==> src/rtl/fifo_rd_stream_pkg.sv <==
//------------------------------------------------------------------------------
// fifo_rd_stream_pkg
//
// Shared definitions for the read-side drain engine of the async FIFO.
//
// Contents
//    FIFO_DSIZE      default data width, shared with the FIFO itself
//    RD_CW           default width of the delivered-word counter
//    rd_state_t      drain FSM state encoding (EMPTY/ONE/TWO/FLUSH)
//    state_for_cnt   maps an output-buffer occupancy to its normal state
//------------------------------------------------------------------------------
package fifo_rd_stream_pkg;

   localparam int FIFO_DSIZE = 8;
   localparam int RD_CW      = 16;

   // The first three encodings equal the output-buffer occupancy, so a
   // debug probe of the state reads directly as "words held".
   typedef enum logic [1:0] {
      ST_EMPTY = 2'd0,
      ST_ONE   = 2'd1,
      ST_TWO   = 2'd2,
      ST_FLUSH = 2'd3
   } rd_state_t;

   // Occupancy 3 cannot happen with a 2-entry buffer; it saturates to TWO so
   // the mapping is total.
   function automatic rd_state_t state_for_cnt(input logic [1:0] i_cnt);
      rd_state_t v_state;
      case (i_cnt)
         2'd0:    v_state = ST_EMPTY;
         2'd1:    v_state = ST_ONE;
         default: v_state = ST_TWO;
      endcase
      return v_state;
   endfunction

endpackage

==> src/rtl/rd_skid_buf.sv <==
//------------------------------------------------------------------------------
// rd_skid_buf
//
// Two-entry registered output buffer sitting between the FIFO read port and
// the outgoing stream. Entry 0 (head) drives the stream data directly, so the
// stream data is always a flop output.
//
// Ports
//    i_clk     clock
//    i_rst_n   asynchronous active-low reset
//    i_push    write i_data at the tail
//    i_pop     drop the head; the tail (if any) moves up to the head
//    i_clear   discard all entries (takes priority over push/pop)
//    i_data    word to push
//    o_head    head entry (registered)
//    o_count   number of valid entries, 0..2
//
// Valid/ready contract on the side using this buffer: i_pop is only raised
// while o_count!=0, i_push only while o_count<2 or together with i_pop.
// Requests outside that contract are ignored rather than corrupting state.
//------------------------------------------------------------------------------
module rd_skid_buf
   import fifo_rd_stream_pkg::*;
#(
   parameter int DSIZE = FIFO_DSIZE
) (
   input  logic             i_clk,
   input  logic             i_rst_n,
   input  logic             i_push,
   input  logic             i_pop,
   input  logic             i_clear,
   input  logic [DSIZE-1:0] i_data,
   output logic [DSIZE-1:0] o_head,
   output logic [1:0]       o_count
);

   logic [DSIZE-1:0] r_head;
   logic [DSIZE-1:0] r_tail;
   logic [1:0]       r_count;

   always_ff @(posedge i_clk or negedge i_rst_n) begin
      if (!i_rst_n) begin
         r_head  <= '0;
         r_tail  <= '0;
         r_count <= 2'd0;
      end else if (i_clear) begin
         r_head  <= '0;
         r_tail  <= '0;
         r_count <= 2'd0;
      end else begin
         case ({i_push, i_pop})
            2'b10: begin
               if (r_count == 2'd0) begin
                  r_head  <= i_data;
                  r_count <= 2'd1;
               end else if (r_count == 2'd1) begin
                  r_tail  <= i_data;
                  r_count <= 2'd2;
               end
            end
            2'b01: begin
               if (r_count != 2'd0) begin
                  r_head  <= r_tail;
                  r_count <= r_count - 2'd1;
               end
            end
            2'b11: begin
               // Occupancy is unchanged; with two entries the tail advances
               // to the head and the new word becomes the tail, with one
               // entry the new word replaces the head directly.
               if (r_count == 2'd2) begin
                  r_head <= r_tail;
                  r_tail <= i_data;
               end else if (r_count == 2'd1) begin
                  r_head <= i_data;
               end else begin
                  r_head  <= i_data;
                  r_count <= 2'd1;
               end
            end
            default: begin
            end
         endcase
      end
   end

   assign o_head  = r_head;
   assign o_count = r_count;

endmodule

==> src/rtl/fifo_rd_stream.sv <==
//------------------------------------------------------------------------------
// fifo_rd_stream
//
// Read-domain drain engine for the async FIFO. Pops words from the FIFO read
// port into a 2-entry registered buffer and presents them as a valid/ready
// stream. A flush discards buffered words and drains the FIFO until empty.
// Completed stream handshakes are counted.
//
// Ports
//    rclk        read-domain clock
//    rrst_n      asynchronous active-low reset
//    rdata       FIFO read data, valid whenever rempty=0
//    rempty      FIFO empty flag (synchronous to rclk)
//    rinc        FIFO pop strobe, one word consumed per edge with rinc=1
//    m_data      stream data (registered buffer head)
//    m_valid     stream valid (registered)
//    m_ready     stream ready from consumer
//    flush       flush request, level-sampled at rclk
//    flush_busy  high while in the FLUSH state
//    rd_count    completed handshakes, wraps mod 2^CW
//    dbg_state   current FSM state, for probes and checkers
//
// Handshake semantics: a word transfers on every rclk edge where
// m_valid && m_ready; m_data/m_valid never change while m_valid && !m_ready
// unless flush or reset removes the word. On the FIFO side a word is taken
// on every edge where rinc=1, and rinc is never raised while rempty=1.
//------------------------------------------------------------------------------
module fifo_rd_stream
   import fifo_rd_stream_pkg::*;
#(
   parameter int DSIZE = FIFO_DSIZE,
   parameter int CW    = RD_CW
) (
   input  logic             rclk,
   input  logic             rrst_n,
   input  logic [DSIZE-1:0] rdata,
   input  logic             rempty,
   output logic             rinc,
   output logic [DSIZE-1:0] m_data,
   output logic             m_valid,
   input  logic             m_ready,
   input  logic             flush,
   output logic             flush_busy,
   output logic [CW-1:0]    rd_count,
   output logic [1:0]       dbg_state
);

   localparam logic [CW-1:0] ONE_CW = {{(CW-1){1'b0}}, 1'b1};

   rd_state_t        r_state;
   logic             r_run;
   logic             r_m_valid;
   logic             r_flush_busy;
   logic [CW-1:0]    r_rd_count;

   logic [1:0]       w_cnt;
   logic [DSIZE-1:0] w_head;
   logic             w_in_flush;
   logic             w_rinc;
   logic             w_push;
   logic             w_pop;
   logic [1:0]       w_cnt_next;
   rd_state_t        w_state_next;

   assign w_in_flush = (r_state == ST_FLUSH);

   // r_run holds rinc low through reset and for the first edge after release,
   // so the pop strobe only depends on flops, rempty and flush.
   // Outside a flush the buffer only requests while it has room; during a
   // flush every available word is taken and thrown away. m_ready is
   // deliberately not part of this term.
   assign w_rinc = r_run && !rempty && (flush || w_in_flush || (w_cnt != 2'd2));

   // Words popped under flush (requested or ongoing) are discarded.
   assign w_push = w_rinc && !flush && !w_in_flush;
   assign w_pop  = r_m_valid && m_ready;

   always_comb begin
      w_cnt_next = w_cnt;
      if (flush) begin
         w_cnt_next = 2'd0;
      end else begin
         case ({w_push, w_pop})
            2'b10:   w_cnt_next = w_cnt + 2'd1;
            2'b01:   w_cnt_next = w_cnt - 2'd1;
            default: w_cnt_next = w_cnt;
         endcase
      end
   end

   always_comb begin
      w_state_next = state_for_cnt(w_cnt_next);
      if (flush) begin
         w_state_next = ST_FLUSH;
      end else if (w_in_flush) begin
         w_state_next = rempty ? ST_EMPTY : ST_FLUSH;
      end
   end

   rd_skid_buf #(
      .DSIZE (DSIZE)
   ) u_buf (
      .i_clk   (rclk),
      .i_rst_n (rrst_n),
      .i_push  (w_push),
      .i_pop   (w_pop),
      .i_clear (flush),
      .i_data  (rdata),
      .o_head  (w_head),
      .o_count (w_cnt)
   );

   // FSM with registered outputs. A handshake on the same edge as a flush
   // still counts: the consumer has taken that word.
   always_ff @(posedge rclk or negedge rrst_n) begin
      if (!rrst_n) begin
         r_state      <= ST_EMPTY;
         r_run        <= 1'b0;
         r_m_valid    <= 1'b0;
         r_flush_busy <= 1'b0;
         r_rd_count   <= '0;
      end else begin
         r_state      <= w_state_next;
         r_run        <= 1'b1;
         r_m_valid    <= (w_cnt_next != 2'd0) && (w_state_next != ST_FLUSH);
         r_flush_busy <= (w_state_next == ST_FLUSH);
         if (w_pop) begin
            r_rd_count <= r_rd_count + ONE_CW;
         end
      end
   end

   assign rinc       = w_rinc;
   assign m_data     = w_head;
   assign m_valid    = r_m_valid;
   assign flush_busy = r_flush_busy;
   assign rd_count   = r_rd_count;
   assign dbg_state  = r_state;

   a_no_rinc_when_empty : assert property (
      @(posedge rclk) disable iff (!rrst_n) !(rinc && rempty)
   );

endmodule

==> config.mk <==
export PLATFORM = sky130hd
export DESIGN_NAME = fifo_rd_stream
export DESIGN_NICKNAME = d
export VERILOG_FILES = /design/src/rtl/fifo_rd_stream_pkg.sv /design/src/rtl/rd_skid_buf.sv /design/src/rtl/fifo_rd_stream.sv
export SDC_FILE = /design/constraint.sdc
export NUM_CORES = 1
export LEC_CHECK = 0
export CAP_MARGIN = 20
export CORE_ASPECT_RATIO = 1.1
export CORE_UTILIZATION = 45
export DETAILED_ROUTE_END_ITERATION = 10
export GPL_ROUTABILITY_DRIVEN = 0
export PLACE_DENSITY = 0.77
export SYNTH_ARGS = -nofsm -noshare
export SYNTH_HDL_FRONTEND = slang
export SYNTH_SLANG_ARGS = --single-unit
export TNS_END_PERCENT = 50
==> constraint.sdc <==
create_clock -name rclk -period 3.3 [get_ports rclk]
set_input_delay 0.66 -clock rclk [delete_from_list [all_inputs] [get_ports rclk]]
set_output_delay 0.66 -clock rclk [all_outputs]
set_load 0.01 [all_outputs]
# == Word level (Yosys, flattened, before mapping) ==
# Index checks and enable logic that the tools add are counted.
# classes
n_div,0
eq_ne,18
shifts,0
magnitude_cmp,0
multipliers,0
add_sub_neg,3
n_reduce_logical,20
mux,23
bitwise_logic,0
# op_table
cell,count
$mux 8,8
$pmux 8 s3,1
$mux 2,10
$add 16x1->16 const B,1
$pmux 8 s2,1
$ne 3x2->1 const B,4
$eq 2x2->1 const B,5
$ne 3x3->1 const B,3
$pmux 2 s2,2
$eq 2x1->1 const B,3
$logic_and 1x1->1,6
$pmux 2 s3,1
$reduce_and 5->1,1
$logic_not 2->1,2
$ne 2x2->1 const B,2
$ne 4x2->1 const B,1
$reduce_and 4->1,1
$reduce_bool 2->1,2
$reduce_bool 4->1,1
$logic_not 1->1,3
$reduce_and 3->1,1
$reduce_bool 3->1,1
$add 2x1->2 const B,1
$logic_or 1x1->1,2
$sub 2x1->2 const B,1
# totals
reg_bits,39
out_inout_bits,29
rom_bits,0
mem_bits_rw,0
memories,0
latch_bits,0
elab_cells,72

# == Logic depth before layout (Yosys ltp) ==
# depth
depth_word,15
ltp_mapped,12

# == Cells and area by module ==
# Synthesis repeated with hierarchy kept, for this count alone.
# unflattened
cells_unflattened,183
hier_area_um2,2053.2
# by_module_without_submodules
module,area_each_um2,cells_per_inst,seq_area_each_um2,n_inst
rd_skid_buf,1051.0,94,450.4,1
fifo_rd_stream,1002.2,89,525.5,1

# == Worst setup path before layout ==
# No wires, ideal clock.
# synth_path
kind,input -> register
startpoint,in flush
endpoint,reg u_buf.r_tail[0]
arrival_time_ps,2482
required_ps,3175
slack_ps,693
stages,9
path_cell_list,buf_6 > a21oi_1 > a21oi_1 > and2_1 > ha_1 > buf_6 > mux2_4 > a21oi_4 > mux2_2
# synth_between
elab_chain_cells,8
# synth_rtl
item,line_no,text
"start, declared",fifo_rd_stream.sv:42,"input logic flush,"
$logic_or 1x1->1 (*) (2 in a row),fifo_rd_stream.sv:72,assign w_rinc = r_run && !rempty && (flush || w_in_flush || (w_cnt != 2'd2));
$logic_and 1x1->1 (*),fifo_rd_stream.sv:72,
via rinc,fifo_rd_stream.sv:38,"output logic rinc,"
$logic_and 1x1->1 (*) (2 in a row),fifo_rd_stream.sv:75,assign w_push = w_rinc && !flush && !w_in_flush;
$eq 2x2->1,rd_skid_buf.sv:51,"case ({i_push, i_pop})"
$ne 3x2->1 (no line) (tied with other cells),n/a,
$reduce_and 4->1 (no line) or $mux 8 (tied branches),n/a,
"end signal, assigned",rd_skid_buf.sv:57,r_tail <= i_data;
"end signal, assigned",rd_skid_buf.sv:73,r_tail <= i_data;
"end, declared",rd_skid_buf.sv:38,logic [DSIZE-1:0] r_tail;
# Mark *: on every way through the listed nets, which the timed path passes. The rest lies on a longest branch.
# A chain may end at the register's enable or synchronous reset.

# == Worst setup path after layout ==
# layout_path
startpoint,in flush
endpoint,reg u_buf.r_tail[7]
# layout_between
elab_chain_cells,8
# layout_rtl
item,line_no
$logic_or 1x1->1 (2 in a row),fifo_rd_stream.sv:72
$logic_and 1x1->1,fifo_rd_stream.sv:72
$logic_and 1x1->1 (2 in a row),fifo_rd_stream.sv:75
$eq 2x2->1,rd_skid_buf.sv:51
$ne 3x2->1 (no line) (tied with other cells),n/a
$reduce_and 4->1 (no line) or $mux 8 (tied branches),n/a
# Several ways; a longest one is shown, not always the timed one.

==> summary by stage <==
Clock tree
The worst-case clock buffer depth is 2. Clock tree synthesis selected as its root buffer the cell clkbuf_8. TritonCTS built the clock tree. In this run, post-CTS repair resized a total of 0 instances. The clock reaches the later pin of the worst-skew pair after 0.29 ns.

In this run, CTS created clock tree buffers numbering 5. After clock tree synthesis, the clock-pin slew on the worst setup and hold paths is 0.08 ns. The count of H-tree levels built during CTS is 2. The setup fix buffers added after clock tree synthesis is 0. In this run, post-CTS hold repair placed 0 buffers. Clock tree synthesis found a total of 39 sinks.

Setup path
For the worst flop-to-flop path, the logic depth is 8. Along the worst path, the maximum fanout reaches 8. Data arrives at the worst endpoint at 2.91 ns. The kind of critical path is input pin to register. STA classifies the critical path startpoint as an input pin.

The critical path goes through clkdlybuf4s50_1 -> a21oi_1 -> a21oi_1 -> and2_1 -> ha_1 -> mux2_4 -> a21oi_4 -> mux2_2. The worst path required time is 3.47 ns. Counting stages on the worst path, the most repeated cell is a21oi_1. The startpoint identified for the worst register-to-register timing path is u_buf.o_count[0]. STA classifies the critical path endpoint as a register. The slack of the worst reg-to-reg path is 0.69 ns. The worst setup path startpoint is flush. The capture point of the worst reg-to-reg path is u_buf.r_tail[7]. The maximum single-stage delay on the critical path is 0.51 ns.

The slowest stage of the critical path belongs to the cell clkdlybuf4s50_1.

Die
The die extent in y is 72.5 um. The horizontal die dimension is 66.1 um. In this run the core area contains 25 standard-cell rows. The initial core utilization is 0.470. The count of boundary I/O pins is 42. The total core area is 0.00432 mm2. The floorplan step defined a die boundary enclosing 0.00479 mm2.

Global route
The via count of the first global-routing pass is 1482. The number of antenna violations at the first check in global routing came to 0. The pin count of the biggest net entering global routing is 40. The global router's overall resource usage is 0.184.

The first global-routing pass estimated 6670 um of wire. Global routing finished with a remaining overflow of 0.

Placement
Summed over all nets, the half-perimeter wirelength after detailed placement is 2710 um. Prior to clock tree synthesis, the placed netlist has a worst setup slack of 0.281 ns. The count of input and output buffers is 41.

STA
Setup violations remaining at the end of the flow were counted as 0. Setup repair after global routing left no endpoint under its margin. The final sum of negative setup slack is 0 ns. Dividing the final minimum period by the clock period gives 0.828. The achievable clock frequency is 0.366 GHz. The number of hold violations in the final report is 0.

Across all setup checks in the final design, the least slack found is 0.568 ns. The routed design could run at a clock period as short as 2.73 ns. The worst-case clock skew is 0.00480 ns. The slew at the pin with the worst max-slew slack is 0.836 ns. The final number of max-transition violations is 0. The relative max-transition margin is 0.443.

Power
The maximum vdd ir drop is 204 uV. The analysis attributes to cell leakage a power of 1.10 nW. The power per unit of standard cell area is 448 mW/mm2.

Yosys
dfrtp_1 takes more of the synthesized area than any other cell. The number of cells produced by synthesis is 180. The mean cell area of the mapped netlist is 11.3 um2. The post-synth net total is 200. Of the synthesized area, sequential elements account for 0.481.

After synthesis the netlist holds a flip-flop and latch count of 39. By area the synthesized netlist is led by dfrtp_1 (48%), mux2_2 (6.1%), xnor2_1 (6.0%). The number of warning messages in the yosys log is 0. The post-synthesis instance area is 0.00203 mm2.

The area share of the leading cell type in the synthesized netlist is 0.481. After synthesis, the netlist uses 34 different library cells.

Finish
The filler cell count is 358. 0 antenna diodes ended up in the layout. Of the cells placed in the final design, the portion with a size suffix greater than 1 is 0.137. The area growth from synthesis to layout is 26.6%. The number of nets at the end of the flow is 245.

Routing
In the final routed layout, each cell accounts on average for 13.4 um. Once detail routing completed, the nets flagged for antenna violations numbered 0. The post-detailed-route via-to-cell ratio is 5.27. The number of vias after detailed routing is 1475. The number of DRC markers in iteration 0 is 53. The number of design rule violations left after detail routing is 0. The routed design has 3750 um of wire.

The first TritonRoute pass finished after 4 iterations.

Worst hold path
The worst hold path belongs to the class input pin to asynchronous set/reset pin.

Outcome
The flow ran to the end, and the final reports show no timing, DRC or antenna violations.

Run
Across the run, the number of max-cap violations was 0.
==> cells by family after synthesis <==
| family | synth area share |
|---|---|
| multiplexers | 0.0832 |
| AO/OA/AOI/OAI | 0.136 |
| AND/OR/NAND/NOR | 0.136 |
| buffers and inverters | 0.0542 |
| adder cells (fa/ha/maj) | 0.0431 |
| flip-flops | 0.481 |
| XOR/XNOR | 0.0647 |
| other | 0.00185 |
==> cells in the mapped netlist <==
master	number
nor2_1	6
nand4_1	6
or3_4	1
nand2b_1	1
a21oi_1	6
o21ai_0	4
a21o_1	1
nor3_1	1
o21bai_1	2
mux2_2	11
xnor2_1	14
a21oi_4	2
o311a_2	1
conb_1	1
nor4_1	1
a31o_2	1
and3_1	2
o31ai_1	9
xor2_1	1
a22oi_1	8
nand2_1	16
mux2i_1	3
dfrtp_1	39
nor2b_1	10
buf_6	5
inv_1	7
a21o_2	1
clkbuf_8	2
ha_1	7
and2_1	1
mux2_4	1
o21a_1	2
and4_1	3
nand3_1	4
==> flip-flops by register name, indices dropped and copies added, names as in the netlist <==
signal         flops
r_run              1
m_valid            1
rd_count          16
u_buf.r_tail       8
u_buf.o_head       8
u_buf.o_count      2
flush_busy         1
dbg_state          2
==> critical path: cells and delay by family <==
kind,cells,cell delay [ns]
simple gates,1,0.19
buf+inv,1,0.51
mux,2,0.71
fa+ha+maj,1,0.31
compound gates,3,0.52
==> worst max path at each step <==
| stage | endpoint | cells after the start |
|---|---|---|
| 2_1_floorplan | u_buf.r_tail[0] | 9 |
| 3_3_place_gp | u_buf.r_tail[0] | 8 |
| 3_5_place_dp | u_buf.r_tail[4] | 8 |
| 4_1_cts | u_buf.r_tail[4] | 8 |
| 5_1_grt | u_buf.r_tail[4] | 8 |
| 6_report | u_buf.r_tail[7] | 8 |
==> cells in the final DEF (no fill, tap or decap), types with 2 or more instances in the layout <==
| cell type | n |
|---|---|
| clkdlybuf4s50_1 | 40 |
| dfrtp_1 | 39 |
| nand2_1 | 16 |
| xnor2_1 | 14 |
| mux2_2 | 11 |
| nor2b_1 | 10 |
| o31ai_1 | 9 |
| a22oi_1 | 8 |
| inv_1 | 7 |
| ha_1 | 7 |
| a21oi_1 | 6 |
| nor2_1 | 6 |
| nand4_1 | 6 |
| clkbuf_8 | 6 |
| o21ai_0 | 4 |
| nand3_1 | 4 |
| buf_4 | 4 |
| and4_1 | 3 |
| mux2i_1 | 3 |
| o21bai_1 | 2 |
| and3_1 | 2 |
| a21oi_4 | 2 |
| o21a_1 | 2 |
==> per-layer routing <==
layer	track usage	up-vias	share of wire
li1	-	722	-
met5	0	-	0
met3	0.0425	5	0.032
met1	0.230	718	0.45
met2	0.308	30	0.50
met4	0.0709	0	0.014
==> through the flow <==
step,instances,total power (W),cell area [um2],util,hold slack [ns]
CTS,280,0.00117,2570,0.596,0.477
detailed placement,272,0.000748,2450,0.568,0.467
finish,280,0.00115,2570,0.596,0.466
global route,280,0.00121,2570,0.596,0.490
floorplan,180,0.000654,2030,-,0.364
global placement,272,0.000742,2450,0.568,0.459
==> where the power goes <==
group	leakage, nW	internal (W)	switching, W
clock network	0.0618	0.000249	0.000167
logic	0.528	0.000105	0.0000826
registers	0.515	0.000515	0.0000351
==> cell type report <==
type | count | area (um2) | share of cell area
Clock inverter | 2 | 38.8 | 0.0151
Clock buffer | 6 | 82.6 | 0.0321
Timing Repair Buffer | 45 | 435 | 0.169
Multi-Input combinational cell | 127 | 945 | 0.367
Inverter | 7 | 26.3 | 0.0102
Tap cell | 54 | 67.6 | 0.0263
Sequential cell | 39 | 976 | 0.380
Note: power is estimated with default switching activity, not from simulation.
